===== config.mk =====
export PLATFORM = sky130hd
export DESIGN_NAME = obi_sram_arbiter_flat
export DESIGN_NICKNAME = d
export VERILOG_FILES = /design/src/rtl/obi_sram_arb_pkg.sv /design/src/rtl/obi_sram_arbiter_if.sv /design/src/rtl/obi_arb_rsp_fifo.sv /design/src/rtl/obi_sram_arbiter.sv /design/src/flat_wrapper.sv
export SDC_FILE = /design/constraint.sdc
export NUM_CORES = 1
export LEC_CHECK = 0
export ABC_CLOCK_PERIOD_IN_PS = 2900
export CORE_AREA = 2 2 112 114
export DETAILED_ROUTE_END_ITERATION = 6
export DIE_AREA = 0 0 114 116
export SYNTH_ARGS = -nofsm -noshare
export SYNTH_HDL_FRONTEND = slang
export SYNTH_HIERARCHICAL = 1
export SYNTH_SLANG_ARGS = --single-unit

===== constraint.sdc =====
create_clock -name clk_i -period 2.9 [get_ports clk_i]
set_input_delay 0.58 -clock clk_i [delete_from_list [all_inputs] [get_ports clk_i]]
set_output_delay 0.58 -clock clk_i [all_outputs]
set_load 0.01 [all_outputs]

===== src/rtl/obi_sram_arb_pkg.sv =====
// obi_sram_arb_pkg: shared OBI channel types, default widths and index helpers for the SRAM arbiter.
package obi_sram_arb_pkg;
    localparam int unsigned DefNumMgr    = 2;
    localparam int unsigned DefAddrWidth = 32;
    localparam int unsigned DefDataWidth = 32;
    localparam int unsigned DefMaxTrans  = 2;

    typedef struct packed {
        logic [DefAddrWidth-1:0]   addr;
        logic                      we;
        logic [DefDataWidth/8-1:0] be;
        logic [DefDataWidth-1:0]   wdata;
    } obi_a_t;

    typedef struct packed {
        logic [DefDataWidth-1:0] rdata;
        logic                    err;
    } obi_r_t;

    // Pointer width that stays at least one bit for single-entry structures.
    function automatic int unsigned ptr_w(int unsigned n);
        return n > 1 ? $clog2(n) : 1;
    endfunction
endpackage


===== src/rtl/obi_sram_arbiter_if.sv =====
// obi_sram_arbiter_if: manager-side and subordinate-side OBI signals of the SRAM arbiter.
interface obi_sram_arbiter_if
    import obi_sram_arb_pkg::*;
#(
    parameter int unsigned NumMgr    = DefNumMgr,
    parameter int unsigned AddrWidth = DefAddrWidth,
    parameter int unsigned DataWidth = DefDataWidth
);
    localparam int unsigned BeWidth = DataWidth / 8;

    logic [NumMgr-1:0]                 mgr_req_i;
    logic [NumMgr-1:0]                 mgr_gnt_o;
    logic [NumMgr-1:0][AddrWidth-1:0]  mgr_addr_i;
    logic [NumMgr-1:0]                 mgr_we_i;
    logic [NumMgr-1:0][BeWidth-1:0]    mgr_be_i;
    logic [NumMgr-1:0][DataWidth-1:0]  mgr_wdata_i;
    logic [NumMgr-1:0]                 mgr_rvalid_o;
    logic [DataWidth-1:0]              mgr_rdata_o;
    logic [NumMgr-1:0]                 mgr_err_o;
    logic                              sbr_req_o;
    logic                              sbr_gnt_i;
    logic [AddrWidth-1:0]              sbr_addr_o;
    logic                              sbr_we_o;
    logic [BeWidth-1:0]                sbr_be_o;
    logic [DataWidth-1:0]              sbr_wdata_o;
    logic                              sbr_rvalid_i;
    logic [DataWidth-1:0]              sbr_rdata_i;
    logic                              sbr_err_i;

    modport slave (
        input  mgr_req_i, mgr_addr_i, mgr_we_i, mgr_be_i, mgr_wdata_i,
        input  sbr_gnt_i, sbr_rvalid_i, sbr_rdata_i, sbr_err_i,
        output mgr_gnt_o, mgr_rvalid_o, mgr_rdata_o, mgr_err_o,
        output sbr_req_o, sbr_addr_o, sbr_we_o, sbr_be_o, sbr_wdata_o
    );

    modport master (
        output mgr_req_i, mgr_addr_i, mgr_we_i, mgr_be_i, mgr_wdata_i,
        output sbr_gnt_i, sbr_rvalid_i, sbr_rdata_i, sbr_err_i,
        input  mgr_gnt_o, mgr_rvalid_o, mgr_rdata_o, mgr_err_o,
        input  sbr_req_o, sbr_addr_o, sbr_we_o, sbr_be_o, sbr_wdata_o
    );
endinterface


===== src/rtl/obi_arb_rsp_fifo.sv =====
// obi_arb_rsp_fifo: in-order FIFO of granted manager indices used to route responses back.
module obi_arb_rsp_fifo
    import obi_sram_arb_pkg::*;
#(
    parameter int unsigned Depth = DefMaxTrans,
    parameter int unsigned Width = 1
) (
    input  logic             clk_i,
    input  logic             rst_i,
    input  logic             push_i,
    input  logic [Width-1:0] data_i,
    input  logic             pop_i,
    output logic             full_o,
    output logic             empty_o,
    output logic [Width-1:0] head_o
);
    localparam int unsigned PtrW = ptr_w(Depth);
    localparam int unsigned CntW = $clog2(Depth + 1);

    logic [Width-1:0] mem_q [Depth];
    logic [PtrW-1:0]  wr_q, rd_q;
    logic [CntW-1:0]  cnt_q;

    assign full_o  = cnt_q == CntW'(Depth);
    assign empty_o = cnt_q == '0;
    assign head_o  = mem_q[rd_q];

    always_ff @(posedge clk_i) begin
        if (rst_i) begin
            wr_q  <= '0;
            rd_q  <= '0;
            cnt_q <= '0;
        end else begin
            if (push_i) begin
                mem_q[wr_q] <= data_i;
                wr_q        <= wr_q == PtrW'(Depth - 1) ? '0 : wr_q + 1'b1;
            end
            if (pop_i) rd_q <= rd_q == PtrW'(Depth - 1) ? '0 : rd_q + 1'b1;
            cnt_q <= cnt_q + CntW'(push_i) - CntW'(pop_i);
        end
    end
endmodule


===== src/rtl/obi_sram_arbiter.sv =====
// obi_sram_arbiter: round-robin N-to-1 OBI arbiter in front of a zero-wait SRAM, in-order response routing.
// Optional conflict counter output conflict_cnt_o when OBI_SRAM_ARB_PERF_EN is defined.
module obi_sram_arbiter
    import obi_sram_arb_pkg::*;
#(
    parameter int unsigned NumMgr    = DefNumMgr,
    parameter int unsigned AddrWidth = DefAddrWidth,
    parameter int unsigned DataWidth = DefDataWidth,
    parameter int unsigned MaxTrans  = DefMaxTrans
) (
    input  logic               clk_i,
    input  logic               rst_i,
    obi_sram_arbiter_if.slave  bus
`ifdef OBI_SRAM_ARB_PERF_EN
    ,
    output logic [31:0]        conflict_cnt_o
`endif
);
    localparam int unsigned BeWidth  = DataWidth / 8;
    localparam int unsigned IdxWidth = $clog2(NumMgr);

    typedef struct packed {
        logic [AddrWidth-1:0] addr;
        logic                 we;
        logic [BeWidth-1:0]   be;
        logic [DataWidth-1:0] wdata;
    } a_chan_t;

    logic [IdxWidth-1:0] rr_q, rr_d, win, idx, head;
    logic                full, empty, pop, accept, hs, rsp;
    a_chan_t             a_win;

    // Scan offsets downward so the smallest offset from rr_q is the last to win.
    always_comb begin
        win = '0;
        idx = '0;
        for (int k = NumMgr - 1; k >= 0; k--) begin
            idx = IdxWidth'((int'(rr_q) + k) % NumMgr);
            win = bus.mgr_req_i[idx] ? idx : win;
        end
    end

    assign pop    = bus.sbr_rvalid_i && !empty;
    assign accept = !full || pop;
    assign hs     = bus.sbr_req_o && bus.sbr_gnt_i;
    assign rsp    = pop && !rst_i;
    assign rr_d   = hs ? (win == IdxWidth'(NumMgr - 1) ? '0 : win + 1'b1) : rr_q;

    assign a_win = '{addr: bus.mgr_addr_i[win], we: bus.mgr_we_i[win],
                     be: bus.mgr_be_i[win], wdata: bus.mgr_wdata_i[win]};

    assign bus.sbr_req_o    = !rst_i && |bus.mgr_req_i && accept;
    assign bus.sbr_addr_o   = a_win.addr;
    assign bus.sbr_we_o     = a_win.we;
    assign bus.sbr_be_o     = a_win.be;
    assign bus.sbr_wdata_o  = a_win.wdata;
    assign bus.mgr_gnt_o    = hs ? NumMgr'(1) << win : '0;
    assign bus.mgr_rvalid_o = rsp ? NumMgr'(1) << head : '0;
    assign bus.mgr_err_o    = rsp && bus.sbr_err_i ? NumMgr'(1) << head : '0;
    assign bus.mgr_rdata_o  = bus.sbr_rdata_i;

    always_ff @(posedge clk_i) begin
        rr_q <= rst_i ? '0 : rr_d;
    end

    obi_arb_rsp_fifo #(
        .Depth (MaxTrans),
        .Width (IdxWidth)
    ) u_rsp_fifo (
        .clk_i   (clk_i),
        .rst_i   (rst_i),
        .push_i  (hs),
        .data_i  (win),
        .pop_i   (pop),
        .full_o  (full),
        .empty_o (empty),
        .head_o  (head)
    );

`ifdef OBI_SRAM_ARB_PERF_EN
    logic [31:0] conflict_q;

    always_ff @(posedge clk_i) begin
        if (rst_i) conflict_q <= '0;
        else if (hs && $countones(bus.mgr_req_i) >= 2 && conflict_q != '1) conflict_q <= conflict_q + 1'b1;
    end

    assign conflict_cnt_o = conflict_q;
`endif

`ifndef SYNTHESIS
    // The cycle after reset release may legally carry a response to a discarded transaction.
    logic rst_q;

    always_ff @(posedge clk_i) begin
        rst_q <= rst_i;
        if (!rst_i && !rst_q) assert (!(bus.sbr_rvalid_i && empty)) else $error("obi_sram_arbiter: rvalid with no outstanding transaction");
    end
`endif
endmodule


===== src/flat_wrapper.sv =====
// flat-port wrapper written by rule: the top's interface ports become plain ports
module obi_sram_arbiter_flat import obi_sram_arb_pkg::*;
#(
    parameter int unsigned NumMgr    = DefNumMgr,
    parameter int unsigned AddrWidth = DefAddrWidth,
    parameter int unsigned DataWidth = DefDataWidth,
    parameter int unsigned MaxTrans  = DefMaxTrans
)
  (clk_i, rst_i, bus_mgr_req_i, bus_mgr_addr_i, bus_mgr_we_i, bus_mgr_be_i, bus_mgr_wdata_i, bus_sbr_gnt_i, bus_sbr_rvalid_i, bus_sbr_rdata_i, bus_sbr_err_i, bus_mgr_gnt_o, bus_mgr_rvalid_o, bus_mgr_rdata_o, bus_mgr_err_o, bus_sbr_req_o, bus_sbr_addr_o, bus_sbr_we_o, bus_sbr_be_o, bus_sbr_wdata_o);
  obi_sram_arbiter_if #(.NumMgr(NumMgr), .AddrWidth(AddrWidth), .DataWidth(DataWidth)) bus_i ();
  input  logic clk_i;
  input  logic rst_i;
  input wire logic [$bits(bus_i.mgr_req_i)-1:0] bus_mgr_req_i;
  input wire logic [$bits(bus_i.mgr_addr_i)-1:0] bus_mgr_addr_i;
  input wire logic [$bits(bus_i.mgr_we_i)-1:0] bus_mgr_we_i;
  input wire logic [$bits(bus_i.mgr_be_i)-1:0] bus_mgr_be_i;
  input wire logic [$bits(bus_i.mgr_wdata_i)-1:0] bus_mgr_wdata_i;
  input wire logic [$bits(bus_i.sbr_gnt_i)-1:0] bus_sbr_gnt_i;
  input wire logic [$bits(bus_i.sbr_rvalid_i)-1:0] bus_sbr_rvalid_i;
  input wire logic [$bits(bus_i.sbr_rdata_i)-1:0] bus_sbr_rdata_i;
  input wire logic [$bits(bus_i.sbr_err_i)-1:0] bus_sbr_err_i;
  output wire logic [$bits(bus_i.mgr_gnt_o)-1:0] bus_mgr_gnt_o;
  output wire logic [$bits(bus_i.mgr_rvalid_o)-1:0] bus_mgr_rvalid_o;
  output wire logic [$bits(bus_i.mgr_rdata_o)-1:0] bus_mgr_rdata_o;
  output wire logic [$bits(bus_i.mgr_err_o)-1:0] bus_mgr_err_o;
  output wire logic [$bits(bus_i.sbr_req_o)-1:0] bus_sbr_req_o;
  output wire logic [$bits(bus_i.sbr_addr_o)-1:0] bus_sbr_addr_o;
  output wire logic [$bits(bus_i.sbr_we_o)-1:0] bus_sbr_we_o;
  output wire logic [$bits(bus_i.sbr_be_o)-1:0] bus_sbr_be_o;
  output wire logic [$bits(bus_i.sbr_wdata_o)-1:0] bus_sbr_wdata_o;
  assign bus_i.mgr_req_i = bus_mgr_req_i;
  assign bus_i.mgr_addr_i = bus_mgr_addr_i;
  assign bus_i.mgr_we_i = bus_mgr_we_i;
  assign bus_i.mgr_be_i = bus_mgr_be_i;
  assign bus_i.mgr_wdata_i = bus_mgr_wdata_i;
  assign bus_i.sbr_gnt_i = bus_sbr_gnt_i;
  assign bus_i.sbr_rvalid_i = bus_sbr_rvalid_i;
  assign bus_i.sbr_rdata_i = bus_sbr_rdata_i;
  assign bus_i.sbr_err_i = bus_sbr_err_i;
  assign bus_mgr_gnt_o = bus_i.mgr_gnt_o;
  assign bus_mgr_rvalid_o = bus_i.mgr_rvalid_o;
  assign bus_mgr_rdata_o = bus_i.mgr_rdata_o;
  assign bus_mgr_err_o = bus_i.mgr_err_o;
  assign bus_sbr_req_o = bus_i.sbr_req_o;
  assign bus_sbr_addr_o = bus_i.sbr_addr_o;
  assign bus_sbr_we_o = bus_i.sbr_we_o;
  assign bus_sbr_be_o = bus_i.sbr_be_o;
  assign bus_sbr_wdata_o = bus_i.sbr_wdata_o;
  obi_sram_arbiter #(.NumMgr(NumMgr), .AddrWidth(AddrWidth), .DataWidth(DataWidth), .MaxTrans(MaxTrans)) u_core (.clk_i(clk_i), .rst_i(rst_i), .bus(bus_i));
endmodule

# Yosys cells after proc, flatten, opt, wreduce, memory -nomap -nowiden
# Memory sizes are Yosys's and may differ from the RTL's. A register that Yosys moved wholly into a read port is not among the register bits.
# Index checks and enable logic that the tools add are counted.
# Widths: inputs -> output; s select.
# word_totals
memories	1
ramBits	2
output_inout_bits	108
input_bits	177
elab_cells	54
register_bits	5
# mem_list
memory	words	word_bits	read_ports	rd_ports_with_merged_regs	write_ports	line_no	text
u_core.u_rsp_fifo.mem_q	2	1	1	1	1	obi_arb_rsp_fifo.sv:20	logic [Width-1:0] mem_q [Depth];
# classes
reduce_logical	12
add_sub_neg	6
n_eq_ne	1
n_shift	2
muxes	25
order_cmp	3
# op_table
operator	n
$mux 32	4
$mux 1	16
$mux 4	2
$logic_and 1x1->1	6
$lt 1x2->1 const B	3
$mux 2	3
$add 1x1->1 const B	4
$shl 1x1->2 const A	2
$logic_not 1->1	3
$add 2x1->2	1
$eq 2x2->1 const B	1
$logic_not 2->1	1
$reduce_or 2->1	1
$sub 2x1->2	1
$logic_or 1x1->1	1

# Longest topological paths before layout
# logic_depth
ltp_word	9
mapped_depth	8

# By module
# The synthesis kept the hierarchy.
# by_module_without_submodules
module	instances	area_per_inst_um2	cells_each
obi_sram_arbiter	1	1292.5	127
obi_arb_rsp_fifo	1	291.5	24

# Worst setup path after synthesis
# Ideal clock, no wire load.
# synth_path
path_type	in2out
from	input bus_mgr_req_i[0]
to	output bus_sbr_addr_o[0]
cell_stages	4
slack_ns	0.820
n_path_buf	1
arrival_ns	1.500
cell_sequence	inv_1 -> o21ai_4 -> buf_8 -> mux2_2
# synth_between
elab_chain_len	6
elab_cells_between_ends	8
cone_classes	8 x mux
# synth_lines
item	line_no	text
from (decl)	flat_wrapper.sv:13	input wire logic [$bits(bus_i.mgr_req_i)-1:0] bus_mgr_req_i;
$mux 1 (not written as such) (2 in a row)	obi_sram_arbiter.sv:39	win = bus.mgr_req_i[idx] ? idx : win;
$mux 1	obi_sram_arbiter.sv:39	
$mux 1 (*)	obi_sram_arbiter.sv:39	
$mux 32 (not written as such) (*) (2 in a row)	obi_sram_arbiter.sv:49	assign a_win = '{addr: bus.mgr_addr_i[win], we: bus.mgr_we_i[win],
to (decl)	flat_wrapper.sv:27	output wire logic [$bits(bus_i.sbr_addr_o)-1:0] bus_sbr_addr_o;
# Every way passes the cells marked *; elsewhere a longest branch is shown, timed or not. The select of a mux whose other input is x is not followed.

# Worst setup path in the final report
# Same ends and word-level chain as after synthesis.

==> flow_summary.toml <==
[synthesis]
ys_types = 23
synth-simple-area-share = 0.0656
yosys.area.top_type = "mux2_2"
async_flop_share = 0
synth.yosys.seq_area_share = 0.114
yosys_warnings = 6
avgSynthCellArea_um2 = 10.5
yosys.area_share.adder = 0.0158
yosys-top-cells-area = "mux2_2 (44%), buf_4 (15%), dfxtp_1 (7.6%)"
synth-compound-area-share = 0.0221
synth-edff-count = 2
synth_top_family_by_area = "multiplexers"
synth_top_area_frac = 0.441
synthFlopType = "dfxtp_1"
synth_area_um2 = 1580
synth_seq_cells = 8
synth_xor_area_frac = 0.0253
synth_nets = 330
synth_mux_area_frac = 0.523
syn_inst = 151

[detailed_routing]
wire_per_inst_um = 14.4
drt_iter0_markers = 33
viasPerCell = 3.78
drtPass1Iterations = 2
vias = 1847
post-route-drc-count = 0
ant_nets = 0
totalWireLength_mm = 7.06

[setup_path]
startpoint = "bus_mgr_req_i[0]"
critical_path_class = "in2out"
r2r_end = "u_core/u_rsp_fifo/mem_q[0]"
worstSetupEndpointType = "output port"
required_ns = 2.32
worstReg2RegStart = "u_core/u_rsp_fifo/cnt_q[1]"
startpoint_type = "input pin"
crit_fanout = 38
ff2ff_setup_slack_ns = 1.07
cp.arrival_ns = 2.24
r2r_cells = 6

[worst_hold_path]
hp-class = "reg2reg"
hp-start = "u_core/u_rsp_fifo/rd_q"
hold_depth = 2

[timing]
post-route-period-util = 0.973
finalSetupViolations = 0
maxSlewViolCount = 0
period_needed_ns = 2.82
slew_headroom = 0.845
hold_violations = 0
fin_skew_ns = 0.00350
fmax_mhz = 355
worst_pin_slew_ns = 0.232
rsz0062_at_grt = "yes"

[pwr]
p_leak_nw = 1.57
total_power_mw = 1.09
powerDensity_nw_per_um2 = 294
ir_drop_mv = 0.221

[grt]
grt_pass1_vias = 1840
antenna_found_initial = 0
grt_util_all_layers = 0.0929
grt_max_degree = 39
grt_overflow = 0
grt_pass1_wl_mm = 9.64

[layout]
final_cell_mix = "clkdlybuf4s50_1 (149), dlygate4sd2_1 (71), mux2_2 (61), mux2_4 (9), nor2_1 (8)"
multi_input_area_um2 = 1040
instances_no_fill = 489
drive_gt1_frac = 0.243
nets = 522
syn_to_final_growth_pct = 133
num-fill-cells = 1269
num_antenna_cells = 0
layout_commonest_cell = "clkdlybuf4s50_1"
seqCellArea_um2 = 180

[die]
die_w_um = 114
die_area_um2 = 13200
die_y_um = 116
start_util = 0.133
core_area_um2 = 11900
pin_count = 285
rows = 40

[clock_network]
clock-sinks = 8
insertion_delay_ns = 0.23
cts_setup_buffers = 0
clkTransAtPathRegs_ns = 0.04
cts_root_buffer = "clkbuf_16"
cts_tree = "built"
cts-htree-levels = 1
cts_buffers = 3
cts.path.max_buffers = 2

[placement]
dpl.hpwl_mm = 6.10
place_congestion = 0.748
place_inst = 485
port-buffer-count = 220

[status]
status = "finished, final reports clean"

[flow_run]
drv_cap = 0
==> synthesized netlist by cell type (2+ instances only) <==
| cell type | instances |
|---|---|
| buf_8 | 7 |
| mux2_2 | 62 |
| inv_1 | 6 |
| dfxtp_1 | 6 |
| and2_1 | 2 |
| mux2_4 | 8 |
| buf_4 | 32 |
| nor3b_1 | 2 |
| ha_1 | 2 |
| nor2b_1 | 2 |
| xnor2_1 | 2 |
| edfxtp_1 | 2 |
| nor2_1 | 8 |
==> timing repair <==
item	in CTS	in global routing
resized for setup	71	2
hold buffers	0	0
setup endpoints to repair	71	15
==> stage by stage <==
stage	utilization	setup TNS [ns]	hold WS (ns)	setup slack, ns	instance area, um^2
finish	0.310	0	0.514	0.0797	3690
global placement	0.310	-8.05	0.497	-0.163	3690
CTS	0.309	0	0.515	0.0264	3680
detailed placement	0.310	-7.87	0.510	-0.154	3690
floorplan	-	0	0.481	0.820	1580
global route	0.310	-0.0456	0.534	-0.0140	3690
==> kinds of logic (layout without fill, tap and decap cells) <==
| group | Yosys count | in the layout |
|---|---|---|
| simple gates | 18 | 18 |
| buf+inv | 46 | 237 |
| flops | 8 | 8 |
| mux | 71 | 71 |
| fa+ha+maj | 2 | 2 |
| xor+xnor | 3 | 3 |
| compound gates | 3 | 3 |
==> critical path: stages <==
cell and delay, ns:
clkdlybuf4s50_1 0.47, inv_1 0.06, o21ai_4 0.18, buf_12 0.26, mux2_2 0.37, dlygate4sd2_1 0.29
==> layout make-up <==
cell class | count | area share
Multi-Input combinational cell | 97 | 0.282
Clock buffer | 4 | 0.0213
Tap cell | 147 | 0.0498
Sequential cell | 8 | 0.0488
Inverter | 7 | 0.00711
Timing Repair Buffer | 226 | 0.591
==> how the worst max path moves through the flow <==
stage	end	slack [ns]
CTS	bus_mgr_err_o[1]	0.03
global placement	bus_sbr_addr_o[24]	-0.16
detailed placement	bus_sbr_addr_o[0]	-0.15
finish	bus_sbr_addr_o[0]	0.08
global route	bus_sbr_addr_o[22]	-0.01
floorplan	bus_sbr_addr_o[0]	0.82
==> report_power, final <==
| group | switching, mW | internal (mW) |
|---|---|---|
| Clock | 0.0590 | 0.184 |
| Combinational | 0.235 | 0.453 |
| Sequential | 0.0151 | 0.140 |
| Total | 0.309 | 0.777 |
==> routing by layer <==
| layer | GRT usage | up-vias | wire length, um |
|---|---|---|---|
| li1 | - | 879 | - |
| met1 | 0.0971 | 828 | 2460 |
| met5 | 0 | - | 0 |
| met3 | 0.0293 | 8 | 784 |
| met2 | 0.184 | 132 | 3800 |
| met4 | 0.0154 | 0 | 25 |
Power figures use the tool's default switching activity.
